## src/rtl/fft_pkg.sv

```systemverilog
// Shared constants and state encoding for the radix-2 DIT FFT stage controller
// and its address generator.
package fft_pkg;

  localparam int FFT_N     = 8;
  localparam int FFT_LOG2N = 3;
  localparam int STAGE_W   = 4;

  // FP4 complex sample packing: real half in the upper nibble
  localparam int FP4_RE_MSB = 7;
  localparam int FP4_RE_LSB = 4;
  localparam int FP4_IM_MSB = 3;
  localparam int FP4_IM_LSB = 0;

  typedef enum logic [1:0] {
    ST_IDLE = 2'd0,
    ST_RUN  = 2'd1,
    ST_GAP  = 2'd2,
    ST_DONE = 2'd3
  } fft_state_t;

endpackage

```

## src/rtl/fft_addr_gen.sv

```systemverilog
// Combinational butterfly address generator: (stage, k) -> operand pair and
// twiddle index for an in-place radix-2 DIT FFT.
module fft_addr_gen
  import fft_pkg::*;
#(
  parameter int LOG2N = FFT_LOG2N,
  parameter int AW    = LOG2N,
  parameter int TW    = LOG2N - 1,
  parameter int KW    = LOG2N - 1
) (
  input  logic [STAGE_W-1:0] stage,
  input  logic [KW-1:0]      k,
  output logic [AW-1:0]      addr_a,
  output logic [AW-1:0]      addr_b,
  output logic [TW-1:0]      tw_addr
);

  logic [AW-1:0]      kk;
  logic [AW-1:0]      span;
  logic [AW-1:0]      pos;
  logic [AW-1:0]      grp;
  logic [STAGE_W-1:0] tw_shift;

  always_comb begin
    kk       = AW'(k);
    span     = AW'(1) << stage;
    pos      = kk & (span - AW'(1));
    grp      = kk >> stage;
    // groups are 2*span wide; the lower half holds input A of each pair
    addr_a   = (grp << (stage + STAGE_W'(1))) | pos;
    addr_b   = addr_a + span;
    tw_shift = STAGE_W'(LOG2N - 1) - stage;
    tw_addr  = TW'(pos << tw_shift);
  end

endmodule

```

## src/rtl/fft_stage_controller.sv

```systemverilog
// Sequences an in-place radix-2 DIT FFT: per-butterfly read/twiddle addresses
// and one-cycle-delayed write-back addresses for a dual-port sample memory.
//
// state | meaning
// IDLE  | waiting for start; all strobes low
// RUN   | one butterfly read per cycle, k = 0 .. N/2-1
// GAP   | bubble so the last write of a stage lands before the next stage reads
// DONE  | one-cycle done pulse, then back to IDLE
module fft_stage_controller
  import fft_pkg::*;
#(
  parameter int N     = FFT_N,
  parameter int LOG2N = FFT_LOG2N,
  parameter int AW    = LOG2N,
  parameter int TW    = LOG2N - 1
) (
  input  logic          clk,
  input  logic          rst_n,
  input  logic          start,
  output logic          busy,
  output logic          done,
  output logic [3:0]    stage,
  output logic          rd_en,
  output logic [AW-1:0] rd_addr_a,
  output logic [AW-1:0] rd_addr_b,
  output logic [TW-1:0] tw_addr,
  output logic          wr_en,
  output logic [AW-1:0] wr_addr_a,
  output logic [AW-1:0] wr_addr_b
);

  localparam int KW = LOG2N - 1;
  localparam logic [KW-1:0]      K_LAST     = KW'(N / 2 - 1);
  localparam logic [STAGE_W-1:0] STAGE_LAST = STAGE_W'(LOG2N - 1);

  fft_state_t         state;
  logic [STAGE_W-1:0] stage_q;
  logic [KW-1:0]      k;
  logic [AW-1:0]      gen_a;
  logic [AW-1:0]      gen_b;
  logic [TW-1:0]      gen_tw;
  logic               run;

  always_ff @(posedge clk or negedge rst_n) begin
    if (!rst_n) begin
      state   <= ST_IDLE;
      stage_q <= '0;
      k       <= '0;
    end else begin
      case (state)
        ST_IDLE: begin
          if (start) begin
            state   <= ST_RUN;
            stage_q <= '0;
            k       <= '0;
          end
        end
        ST_RUN: begin
          if (k == K_LAST) begin
            state <= ST_GAP;
            k     <= '0;
          end else begin
            k <= k + KW'(1);
          end
        end
        ST_GAP: begin
          if (stage_q == STAGE_LAST) begin
            state <= ST_DONE;
          end else begin
            stage_q <= stage_q + STAGE_W'(1);
            state   <= ST_RUN;
          end
        end
        ST_DONE: begin
          state   <= ST_IDLE;
          stage_q <= '0;
        end
        default: begin
          state   <= ST_IDLE;
          stage_q <= '0;
          k       <= '0;
        end
      endcase
    end
  end

  fft_addr_gen #(
    .LOG2N (LOG2N),
    .AW    (AW),
    .TW    (TW),
    .KW    (KW)
  ) u_addr_gen (
    .stage   (stage_q),
    .k       (k),
    .addr_a  (gen_a),
    .addr_b  (gen_b),
    .tw_addr (gen_tw)
  );

  // read side decodes only from registered state, so start never reaches it
  assign run       = (state == ST_RUN);
  assign rd_en     = run;
  assign rd_addr_a = run ? gen_a  : '0;
  assign rd_addr_b = run ? gen_b  : '0;
  assign tw_addr   = run ? gen_tw : '0;
  assign busy      = (state != ST_IDLE);
  assign done      = (state == ST_DONE);
  assign stage     = stage_q;

  // write-back trails the read by the memory/ROM read latency
  always_ff @(posedge clk or negedge rst_n) begin
    if (!rst_n) begin
      wr_en     <= 1'b0;
      wr_addr_a <= '0;
      wr_addr_b <= '0;
    end else begin
      wr_en     <= rd_en;
      wr_addr_a <= rd_addr_a;
      wr_addr_b <= rd_addr_b;
    end
  end

endmodule

```

## config.mk

```make
export PLATFORM = sky130hd
export DESIGN_NAME = fft_stage_controller
export DESIGN_NICKNAME = d
export VERILOG_FILES = /design/src/rtl/fft_pkg.sv /design/src/rtl/fft_addr_gen.sv /design/src/rtl/fft_stage_controller.sv
export SDC_FILE = /design/constraint.sdc
export NUM_CORES = 1
export LEC_CHECK = 0
export BUFFER_PORTS_ARGS = -buffer_cell sky130_fd_sc_hd__buf_2
export CAP_MARGIN = 10
export CELL_PAD_IN_SITES_DETAIL_PLACEMENT = 0
export CELL_PAD_IN_SITES_GLOBAL_PLACEMENT = 2
export CORE_MARGIN = 10
export CORE_UTILIZATION = 25
export DETAILED_ROUTE_END_ITERATION = 8
export HOLD_SLACK_MARGIN = 0.15
export PLACE_DENSITY_LB_ADDON = 0.1
export SKIP_CTS_REPAIR_TIMING = 1
export SYNTH_ARGS = -nofsm -noshare
export SYNTH_HDL_FRONTEND = slang
export SYNTH_SLANG_ARGS = --single-unit
```

## constraint.sdc

```tcl
create_clock -name clk -period 3.68 [get_ports clk]
set_input_delay 0.552 -clock clk [delete_from_list [all_inputs] [get_ports clk]]
set_output_delay 0.552 -clock clk [all_outputs]
set_load 0.1 [all_outputs]
```

==> results of run 1 <==
[flip-flops by register name, summed over array words and instances, names as in the netlist]
signal	count
wr_en	1
stage	4
wr_addr_b	3
state	2
k	2
wr_addr_a	3
[through the flow]
| stage | hold WS, ns | cells |
|---|---|---|
| 6_report | 0.197 | 161 |
| 5_1_grt | 0.220 | 161 |
| 4_1_cts | 0.218 | 161 |
| 3_5_place_dp | 0.488 | 157 |
| 3_3_place_gp | 0.493 | 157 |
| 2_1_floorplan | 0.256 | 89 |
[cells in the final DEF, fill, tap and decap left out, drive strengths merged, types with 2 or more instances in the layout]
cell type  netlist  layout
nor2b            2       2
and2             6       6
a31oi            3       3
inv              5       5
buf              3      24
a21oi            3       3
nand3            3       3
nor2             5       5
ha               8       8
dfrtp           15      15
a22o             2       2
nand2b           2       2
clkbuf           1       3
nand2            7       7
a32o             2       2
o21ai            3       3
[layout make-up]
type                            instances  area [um2]
Fill cell                             414        2500
Multi-Input combinational cell         65         513
Sequential cell                        15         377
Timing Repair Buffer                   24         120
Tap cell                               48        60.1
Clock buffer                            3        41.3
Inverter                                5        18.8
Clock inverter                          1        5.00
[worst register-to-register path: cells and delay by family, from the launching register on]
kind,cells,cell delay [ns]
fa+ha+maj,3,0.87
simple gates,3,0.73
flops,1,0.49
compound gates,1,0.15
[logic make-up after synthesis]
kind of cell | count (synthesis)
and+or+nand+nor | 35
AOI/OAI and AO/OA | 19
DFF | 15
buffers and inverters | 9
adders and majority gates | 9
xor gates and xnor gates | 2
[routing by layer]
metal,vias to the layer above,part of all wire [%]
li1,367,-
met3,2,4.3
met1,344,48
met5,-,0
met2,13,47
met4,0,0.73
[how the worst max path moves through the flow]
stage,from,to,depth (start not counted)
6_report,stage[0]$_DFFE_PN0P_,rd_addr_b[2],9
3_3_place_gp,stage[0]$_DFFE_PN0P_,rd_addr_b[1],8
5_1_grt,stage[0]$_DFFE_PN0P_,rd_addr_b[2],9
3_5_place_dp,stage[0]$_DFFE_PN0P_,rd_addr_b[2],9
2_1_floorplan,stage[0]$_DFFE_PN0P_,tw_addr[0],5
4_1_cts,stage[0]$_DFFE_PN0P_,rd_addr_b[2],9
==> out/results.ini, run 1 <==
[critical_path]
worst-path-buf-inv = 2
end_kind = primary output
rr_endpoint = wr_addr_b[1]$_DFF_PN0_
path_class = reg -> out
path_common_cell = ha_1
cp.required_ns = 3.13
reg2reg_from = stage[0]$_DFFE_PN0P_
worstPathArrival_ns = 2.79
startpoint_type = register
worstRegToRegCells = 7
path_delay_family = adder cells
crit_slowest_cell = dfrtp_2
max_stage_delay_ns = 0.49
path_max_fanout = 11
cp_cell_sequence = inv_1 > ha_1 > a31oi_1 > nor2_2 > ha_1 > fa_1 > xnor2_1 > and2_2 > buf_2
r2r_slack_ns = 1.33

[logic_synthesis]
syn_inst = 89
synth_compound_area_share_pct = 15.4
synth-seq-cells = 15
yosysSeqAreaShare_pct = 40.2
yosysTopAreaCell = dfrtp_1
synth_top_family_by_area = simple AND/OR/NAND/NOR gates
synth_largest_type_area_fraction_pct = 40.2
synthTopCellsByArea = dfrtp_1 (40%), ha_1 (11%), and2_1 (4.0%)
synth_most_common_cell = dfrtp_1
synth_warnings = 0
synthesis.nets = 101
synthTopCellsByCount = dfrtp_1 (15), ha_1 (8), nand2_1 (7)
synth_xor_area_share_pct = 1.87
synth-simple-area-share_pct = 24.1
syn_area_um2 = 935
synth_cell_types = 39
postSynthAreaPerCell_um2 = 10.5
synth_fa_ha_area_share_pct = 12.9
synth_edf_count = 0
async_reset_ff_share_pct = 100
ys.flop_type = dfrtp_1
synth_mux_area_share_pct = 0

[final_layout]
fin_area_um2 = 1130
layout-drive-gt1-share_pct = 33.6
final_util_pct = 31.2
nNetsFinal = 126
synthToLayoutAreaGrowth_pct = 21.4
diodes = 0

[clock_tree]
cts_num_sinks = 15
htreeDepth = 1
cts_tree = done
root_buffer = clkbuf_8
clockBufferDepth = 2
numCtsBuffers = 3
clk_latency_ns = 0.25
clk_pin_slew_ns = 0.07

[placed_design]
pre_cts_slack_ns = 0.446
gp_congestion = 0.725
post-dp-hpwl_um = 1860
place_area_um2 = 1090
io_buffers = 24

[grt]
grtUsageMet2_pct = 11.7
antenna_found_initial = 0
grt_max_degree = 16
grt_pass1_wl_um = 3950
busiest_layer = met2
grt_pass1_vias = 768
grt_util_met1_pct = 9.95
grt-ovfl-total = 0
grt_usage_pct = 7.70
grt_use_met3_pct = 2.32

[timing]
relSlewSlack_pct = 67.2
hold_viol = 0
finalCritPeriodShare_pct = 90.8
layout_setup_ws_ns = 0.337
fin_worst_skew_ns = 0.00521
worst_pin_slew_ns = 0.495
max_clock_freq_mhz = 299
finalSetupTns_ns = 0
rsz0062_at_grt = no
maxSlewViolCount = 0
setup_viol = 0
period_minus_slack_ns = 3.34

[detailed_routing]
num_vias = 726
post_drt_wl_per_cell_um = 14.5
dr.pass1.iters = 4
routed_wl_um = 2340
drtIter0Drc = 39
via_per_inst = 4.51
drc = 0
ant_nets = 0

[die]
num_rows = 22
die_width_um = 81.1
ios = 25
fp.coreArea_um2 = 3630
dieArea_um2 = 6580
initial_core_util_pct = 25.7
fp.dieH_um = 81.1

[outcome]
status = completed

[worst_hold_path]
hold_path_class = in -> async

[flow_run]
maxCapViolations = 0

Power of run 1 is left out: the tool's default activity adds up to more than one toggle a clock period on the data nets, which glitch-free logic cannot reach.
==> run 2: changes to the inputs <==
--- a/config.mk
+++ b/config.mk
@@ -10,7 +10,7 @@
 export CELL_PAD_IN_SITES_DETAIL_PLACEMENT = 0
 export CELL_PAD_IN_SITES_GLOBAL_PLACEMENT = 2
 export CORE_MARGIN = 10
-export CORE_UTILIZATION = 25
+export CORE_UTILIZATION = 31
 export DETAILED_ROUTE_END_ITERATION = 8
 export HOLD_SLACK_MARGIN = 0.15
 export PLACE_DENSITY_LB_ADDON = 0.1
==> constraint.sdc (replaced) <==
create_clock -name clk -period 3.6 [get_ports clk]
set_input_delay 0.54 -clock clk [delete_from_list [all_inputs] [get_ports clk]]
set_output_delay 0.54 -clock clk [all_outputs]
set_load 0.1 [all_outputs]
==> run 2 against run 1 <==
Compared with the run above:
- clock skew is 0.0023 ns higher
- die area is 15% lower
- sequential cell count stayed put
- sequential share of layout area is 0.94 points higher
- clock-buffer cell count stayed put
- register-to-register slack worse by 0.08 ns
- core utilization is 7.8 points higher
- final area is 2.8% lower
- worst setup slack worse by 0.11 ns
- global-route usage is 0.99 points higher
- first-iteration DRC count is 95% higher
- worst hold slack worse by 0.060 ns
- critical endpoint is now rd_addr_b[1]
==> out/results.ini, run 2 (same netlist as run 1, synthesis figures left out) <==
[outcome]
status = completed

[timing]
setup_viol = 0  ; unchanged
worst_pin_slew_ns = 0.497  ; +0.00181 ns
finalSetupTns_ns = 0  ; unchanged
period_minus_slack_ns = 3.37
fin_worst_skew_ns = 0.00748  ; +0.00227 ns
hold_viol = 0  ; unchanged
max_clock_freq_mhz = 296
maxSlewViolCount = 0  ; unchanged
rsz0062_at_grt = no
finalCritPeriodShare_pct = 93.7
relSlewSlack_pct = 67.1  ; -0.12 points

[detailed_routing]
ant_nets = 0  ; unchanged
drc = 0  ; unchanged
drtIter0Drc = 76  ; +95%
routed_wl_um = 2210  ; -5.6%
dr.pass1.iters = 4  ; unchanged
post_drt_wl_per_cell_um = 15.3  ; +5.6%
via_per_inst = 5.14  ; +14%
num_vias = 740  ; +1.9%

[grt]
grt_pass1_vias = 775  ; +0.91%
grt_pass1_wl_um = 3750  ; -5.2%
grt_max_degree = 16  ; unchanged
grt_usage_pct = 8.69  ; +0.99 points
grt-ovfl-total = 0  ; unchanged
antenna_found_initial = 0  ; unchanged

[die]
die_width_um = 74.9  ; -7.7%
initial_core_util_pct = 33.0  ; +7.3 points
ios = 25  ; unchanged
num_rows = 19  ; -14%
fp.coreArea_um2 = 2830  ; -22%
dieArea_um2 = 5610  ; -15%
fp.dieH_um = 74.9  ; -7.7%

[clock_tree]
htreeDepth = 1  ; unchanged
cts_tree = done
clk_latency_ns = 0.29  ; +0.04 ns
clockBufferDepth = 2  ; unchanged
root_buffer = clkbuf_4
clk_pin_slew_ns = 0.10  ; +0.03 ns
cts_num_sinks = 15  ; unchanged
numCtsBuffers = 3  ; unchanged

[critical_path]
path_delay_family = adder cells
cp_cell_sequence = ha_1 > nor4_2 > a31oi_1 > nor2_2 > ha_1 > fa_1 > and2_2 > buf_2
cp.required_ns = 3.06  ; -0.07 ns
path_max_fanout = 10  ; -1
end_kind = primary output
rr_endpoint = wr_addr_b[1]$_DFF_PN0_
reg2reg_from = stage[1]$_DFFE_PN0P_
cp.depth = 8  ; -1
worstRegToRegCells = 7  ; unchanged
r2r_slack_ns = 1.25  ; -0.08 ns
crit_slowest_cell = dfrtp_1
crit_end = rd_addr_b[1]
path_class = reg -> out
max_stage_delay_ns = 0.50  ; about the same
worstPathArrival_ns = 2.83  ; +0.04 ns
path_common_cell = ha_1
startpoint_type = register
crit_start = stage[1]$_DFFE_PN0P_
worst-path-buf-inv = 1  ; -1

[placed_design]
io_buffers = 24  ; unchanged
post-dp-hpwl_um = 1730  ; -7.0%
gp_congestion = 0.796  ; +9.8%

[final_layout]
largest_reg_flops = 4  ; unchanged
fillers = 289  ; -30%
layout-drive-gt1-share_pct = 33.6  ; unchanged
nNetsFinal = 126  ; unchanged
diodes = 0  ; unchanged
synthToLayoutAreaGrowth_pct = 18.1
layout_common_cells = buf_2 (23), dfrtp_1 (14), ha_1 (8)
final_common_cell = buf_2

[flow_run]
maxCapViolations = 0  ; unchanged

[worst_hold_path]
hold_path_class = in -> async

==> run 2: worst min-delay path by stage <==
stage | end | slack [ns] | cells past startpoint
2_1_floorplan | k[0]$_DFFE_PN0P_ | 0.24 | 0
3_3_place_gp | stage[3]$_DFFE_PN0P_ | 0.48 | 1
3_5_place_dp | stage[2]$_DFFE_PN0P_ | 0.48 | 1
4_1_cts | stage[1]$_DFFE_PN0P_ | 0.15 | 1
5_1_grt | stage[1]$_DFFE_PN0P_ | 0.16 | 1
6_report | stage[1]$_DFFE_PN0P_ | 0.14 | 1
==> run 2: worst reg2reg max path, stage by stage, from the launching register on <==
cell,delay (ns)
dfrtp_1,0.50
ha_1,0.31
nor4_2,0.41
a31oi_1,0.15
nor2_2,0.11
ha_1,0.17
fa_1,0.40
and2_2,0.20
==> run 2: metrics by stage <==
stage | setup slack (ns) | utilization, % | hold WS, ns | instances | cell area [um2]
final | 0.226 | 39.0 | 0.137 | 144 | 1100
after global routing | 0.0414 | 39.0 | 0.158 | 144 | 1100
after CTS | 0.0610 | 38.9 | 0.154 | 144 | 1100
after detailed placement | 0.396 | 37.9 | 0.481 | 140 | 1070
after global placement | 0.448 | 37.9 | 0.479 | 140 | 1070
after floorplan | 0.0118 | - | 0.244 | 89 | 947
==> run 2: final cells by class <==
class | count | area [um2] | share of cell area, %
clock buffers | 3 | 22.5 | 2.04
multi-input cells | 65 | 519 | 47.1
well taps | 31 | 38.8 | 3.51
inverters | 5 | 18.8 | 1.70
repair buffers | 24 | 123 | 11.1
clock inverters | 1 | 5.00 | 0.454
flip-flops and latches | 15 | 377 | 34.1
==> run 2: layer usage <==
metal | track usage (%) | share of wire, % | up-vias
li1 | - | - | 370
met1 | 10.8 | 46 | 347
met4 | 3.78 | 1.5 | 0
met2 | 12.9 | 44 | 18
met5 | 0 | 0 | -
met3 | 3.55 | 8.3 | 5
Power of run 2 is left out for the same reason.
==> run 3: changes to the inputs <==
--- a/config.mk
+++ b/config.mk
@@ -5,12 +5,13 @@
 export SDC_FILE = /design/constraint.sdc
 export NUM_CORES = 1
 export LEC_CHECK = 0
+export ABC_AREA = 1
 export BUFFER_PORTS_ARGS = -buffer_cell sky130_fd_sc_hd__buf_2
 export CAP_MARGIN = 10
 export CELL_PAD_IN_SITES_DETAIL_PLACEMENT = 0
 export CELL_PAD_IN_SITES_GLOBAL_PLACEMENT = 2
 export CORE_MARGIN = 10
-export CORE_UTILIZATION = 31
+export CORE_UTILIZATION = 29
 export DETAILED_ROUTE_END_ITERATION = 8
 export HOLD_SLACK_MARGIN = 0.15
 export PLACE_DENSITY_LB_ADDON = 0.1
==> run 3 against run 2 <==
Compared with the run above:
- global-route usage shrank 0.20 points
- register-to-register slack worse by 0.06 ns
- cell count increased by 31%
==> out/results.ini, run 3 <==
[outcome]
status = completed

[critical_path]
startpoint_type = register
path_max_fanout = 9  ; -1
crit_slowest_cell = dfrtp_2
cp_cell_sequence = inv_2 > ha_1 > inv_1 > nor2_2 > a21oi_1 > inv_1 > ha_1 > fa_1 > xnor2_2 > nand2_1 > nand2_1 > nor2_4 > buf_6
path_class = reg -> out
cp.required_ns = 3.06  ; about the same
end_kind = primary output
r2r_slack_ns = 1.19  ; -0.06 ns
worstPathArrival_ns = 2.83  ; about the same
max_stage_delay_ns = 0.46  ; -0.04 ns

[timing]
maxSlewViolCount = 0  ; unchanged
period_minus_slack_ns = 3.37  ; -0.00372 ns
relSlewSlack_pct = 67.4  ; +0.31 points
setup_viol = 0  ; unchanged
max_clock_freq_mhz = 297  ; +0.11%
rsz0062_at_grt = no
worst_pin_slew_ns = 0.492  ; -0.00467 ns
hold_viol = 0  ; unchanged
fin_worst_skew_ns = 0.00275  ; -0.00473 ns
finalCritPeriodShare_pct = 93.6  ; -0.10 points
finalSetupTns_ns = 0  ; unchanged

[die]
fp.dieH_um = 77.0  ; +2.7%
num_rows = 20  ; +1
fp.coreArea_um2 = 3080  ; +8.8%
initial_core_util_pct = 30.6  ; -2.5 points
ios = 25  ; unchanged
die_width_um = 77.0  ; +2.7%
dieArea_um2 = 5920  ; +5.5%

[worst_hold_path]
hold_path_class = reg -> reg

[logic_synthesis]
syn_inst = 115  ; +29%
ys.flop_type = dfrtp_1
synthTopCellsByArea = dfrtp_1 (40%), ha_1 (11%), nand2_1 (7.6%)
yosysSeqAreaShare_pct = 39.9  ; -0.27 points
synthTopCellsByCount = nand2_1 (19), dfrtp_1 (15), inv_1 (14)
synth_warnings = 0  ; unchanged
async_reset_ff_share_pct = 100  ; unchanged
synth_largest_type_area_fraction_pct = 39.9  ; -0.27 points
synth_cell_types = 23  ; -41%
yosysTopAreaCell = dfrtp_1
synth_most_common_cell = nand2_1
postSynthAreaPerCell_um2 = 8.18  ; -22%
synth_edf_count = 0  ; unchanged
syn_area_um2 = 941  ; +0.67%
synth-seq-cells = 15  ; unchanged
synthesis.nets = 127  ; +26%

[flow_run]
maxCapViolations = 0  ; unchanged

[grt]
grt-ovfl-total = 0  ; unchanged
grt_util_met1_pct = 8.88  ; -2.0 points
grtUsageMet2_pct = 15.1  ; +2.2 points
grt_usage_pct = 8.50  ; -0.20 points
busiest_layer = met2
grt_max_degree = 16  ; unchanged
antenna_found_initial = 0  ; unchanged
grt_use_met3_pct = 3.73  ; +0.18 points
grt_pass1_wl_um = 4100  ; +9.4%
grt_pass1_vias = 888  ; +15%

[clock_tree]
root_buffer = clkbuf_4
clk_latency_ns = 0.29  ; about the same
clk_pin_slew_ns = 0.10  ; about the same
htreeDepth = 1  ; unchanged
numCtsBuffers = 3  ; unchanged
cts_tree = done
cts_num_sinks = 15  ; unchanged
clockBufferDepth = 2  ; unchanged

[detailed_routing]
ant_nets = 0  ; unchanged
routed_wl_um = 2350  ; +6.3%
post_drt_wl_per_cell_um = 12.5  ; -19%
dr.pass1.iters = 4  ; unchanged
via_per_inst = 4.45  ; -13%
drtIter0Drc = 21  ; -72%
num_vias = 837  ; +13%
drc = 0  ; unchanged

[final_layout]
largest_reg_flops = 4  ; unchanged
synthToLayoutAreaGrowth_pct = 25.9
layout-drive-gt1-share_pct = 34.7  ; +1.1 points
nNetsFinal = 157  ; +25%
diodes = 0  ; unchanged
final_common_cell = buf_2
layout_common_cells = buf_2 (23), nand2_1 (19), inv_1 (14)

[placed_design]
post-dp-hpwl_um = 1920  ; +11%
gp_congestion = 0.781  ; -1.9%
io_buffers = 24  ; unchanged

==> run 3: logic make-up (layout without fill, tap and decap cells) <==
| group | Yosys count | after routing | share of synthesized area, % |
|---|---|---|---|
| and+or+nand+nor | 53 | 53 | 26.5 |
| buffers and inverters | 20 | 49 | 7.98 |
| AOI/OAI and AO/OA | 15 | 15 | 10.1 |
| DFF | 15 | 15 | 39.9 |
| adders and majority gates | 9 | 9 | 12.8 |
| xor gates and xnor gates | 3 | 3 | 2.79 |
==> run 3: path summary, 6_finish.rpt <==
path	start	endpoint	cells past startpoint
worst max-delay path	stage[0]$_DFFE_PN0P_	rd_addr_b[2]	13
worst min-delay path	state[1]$_DFFE_PN0P_	state[1]$_DFFE_PN0P_	1
worst max register to register	stage[0]$_DFFE_PN0P_	wr_addr_b[2]$_DFF_PN0_	12
worst min register to register	state[1]$_DFFE_PN0P_	state[1]$_DFFE_PN0P_	1
max in group asynchronous	rst_n	stage[0]$_DFFE_PN0P_	2
min in group asynchronous	rst_n	wr_addr_a[0]$_DFF_PN0_	2
==> run 3: stage by stage <==
step / cells / cell area (um2) / setup slack (ns) / hold slack, ns / utilization [%]
final: 188 / 1180 / 0.230 / 0.555 / 38.5
after global routing: 188 / 1180 / 0.0236 / 0.608 / 38.5
after CTS: 187 / 1160 / 0.0529 / 0.155 / 37.7
after detailed placement: 183 / 1130 / 0.387 / 0.480 / 36.8
after global placement: 183 / 1130 / 0.442 / 0.480 / 36.8
after floorplan: 115 / 958 / 0.0138 / 0.244 / -
==> run 3: critical path: cells and delay by family, from the launching register on <==
| family | cells | cell delay [ns] |
|---|---|---|
| and+or+nand+nor | 4 | 0.30 |
| adders and majority gates | 3 | 0.90 |
| DFF | 1 | 0.46 |
| buffers and inverters | 4 | 0.54 |
| xor gates and xnor gates | 1 | 0.16 |
| AOI/OAI and AO/OA | 1 | 0.18 |
==> run 3: final cells by class <==
type / instances / area [um2]
clock buffer: 3 / 22.5
sequential: 15 / 378
fill: 337 / 1890
inverter: 20 / 75.1
timing repair buffer: 25 / 136
tap: 44 / 55.1
multi-input combinational: 80 / 513
clock inverter: 1 / 5.00
==> run 3: metal layers <==
| layer | wire (um) | up-vias | share of wire (%) |
|---|---|---|---|
| met3 | 124 | 2 | 5.3 |
| li1 | - | 427 | - |
| met5 | 0 | - | 0 |
| met1 | 1060 | 389 | 45 |
| met4 | 18 | 0 | 0.77 |
| met2 | 1140 | 19 | 49 |
Power of run 3 is left out for the same reason.
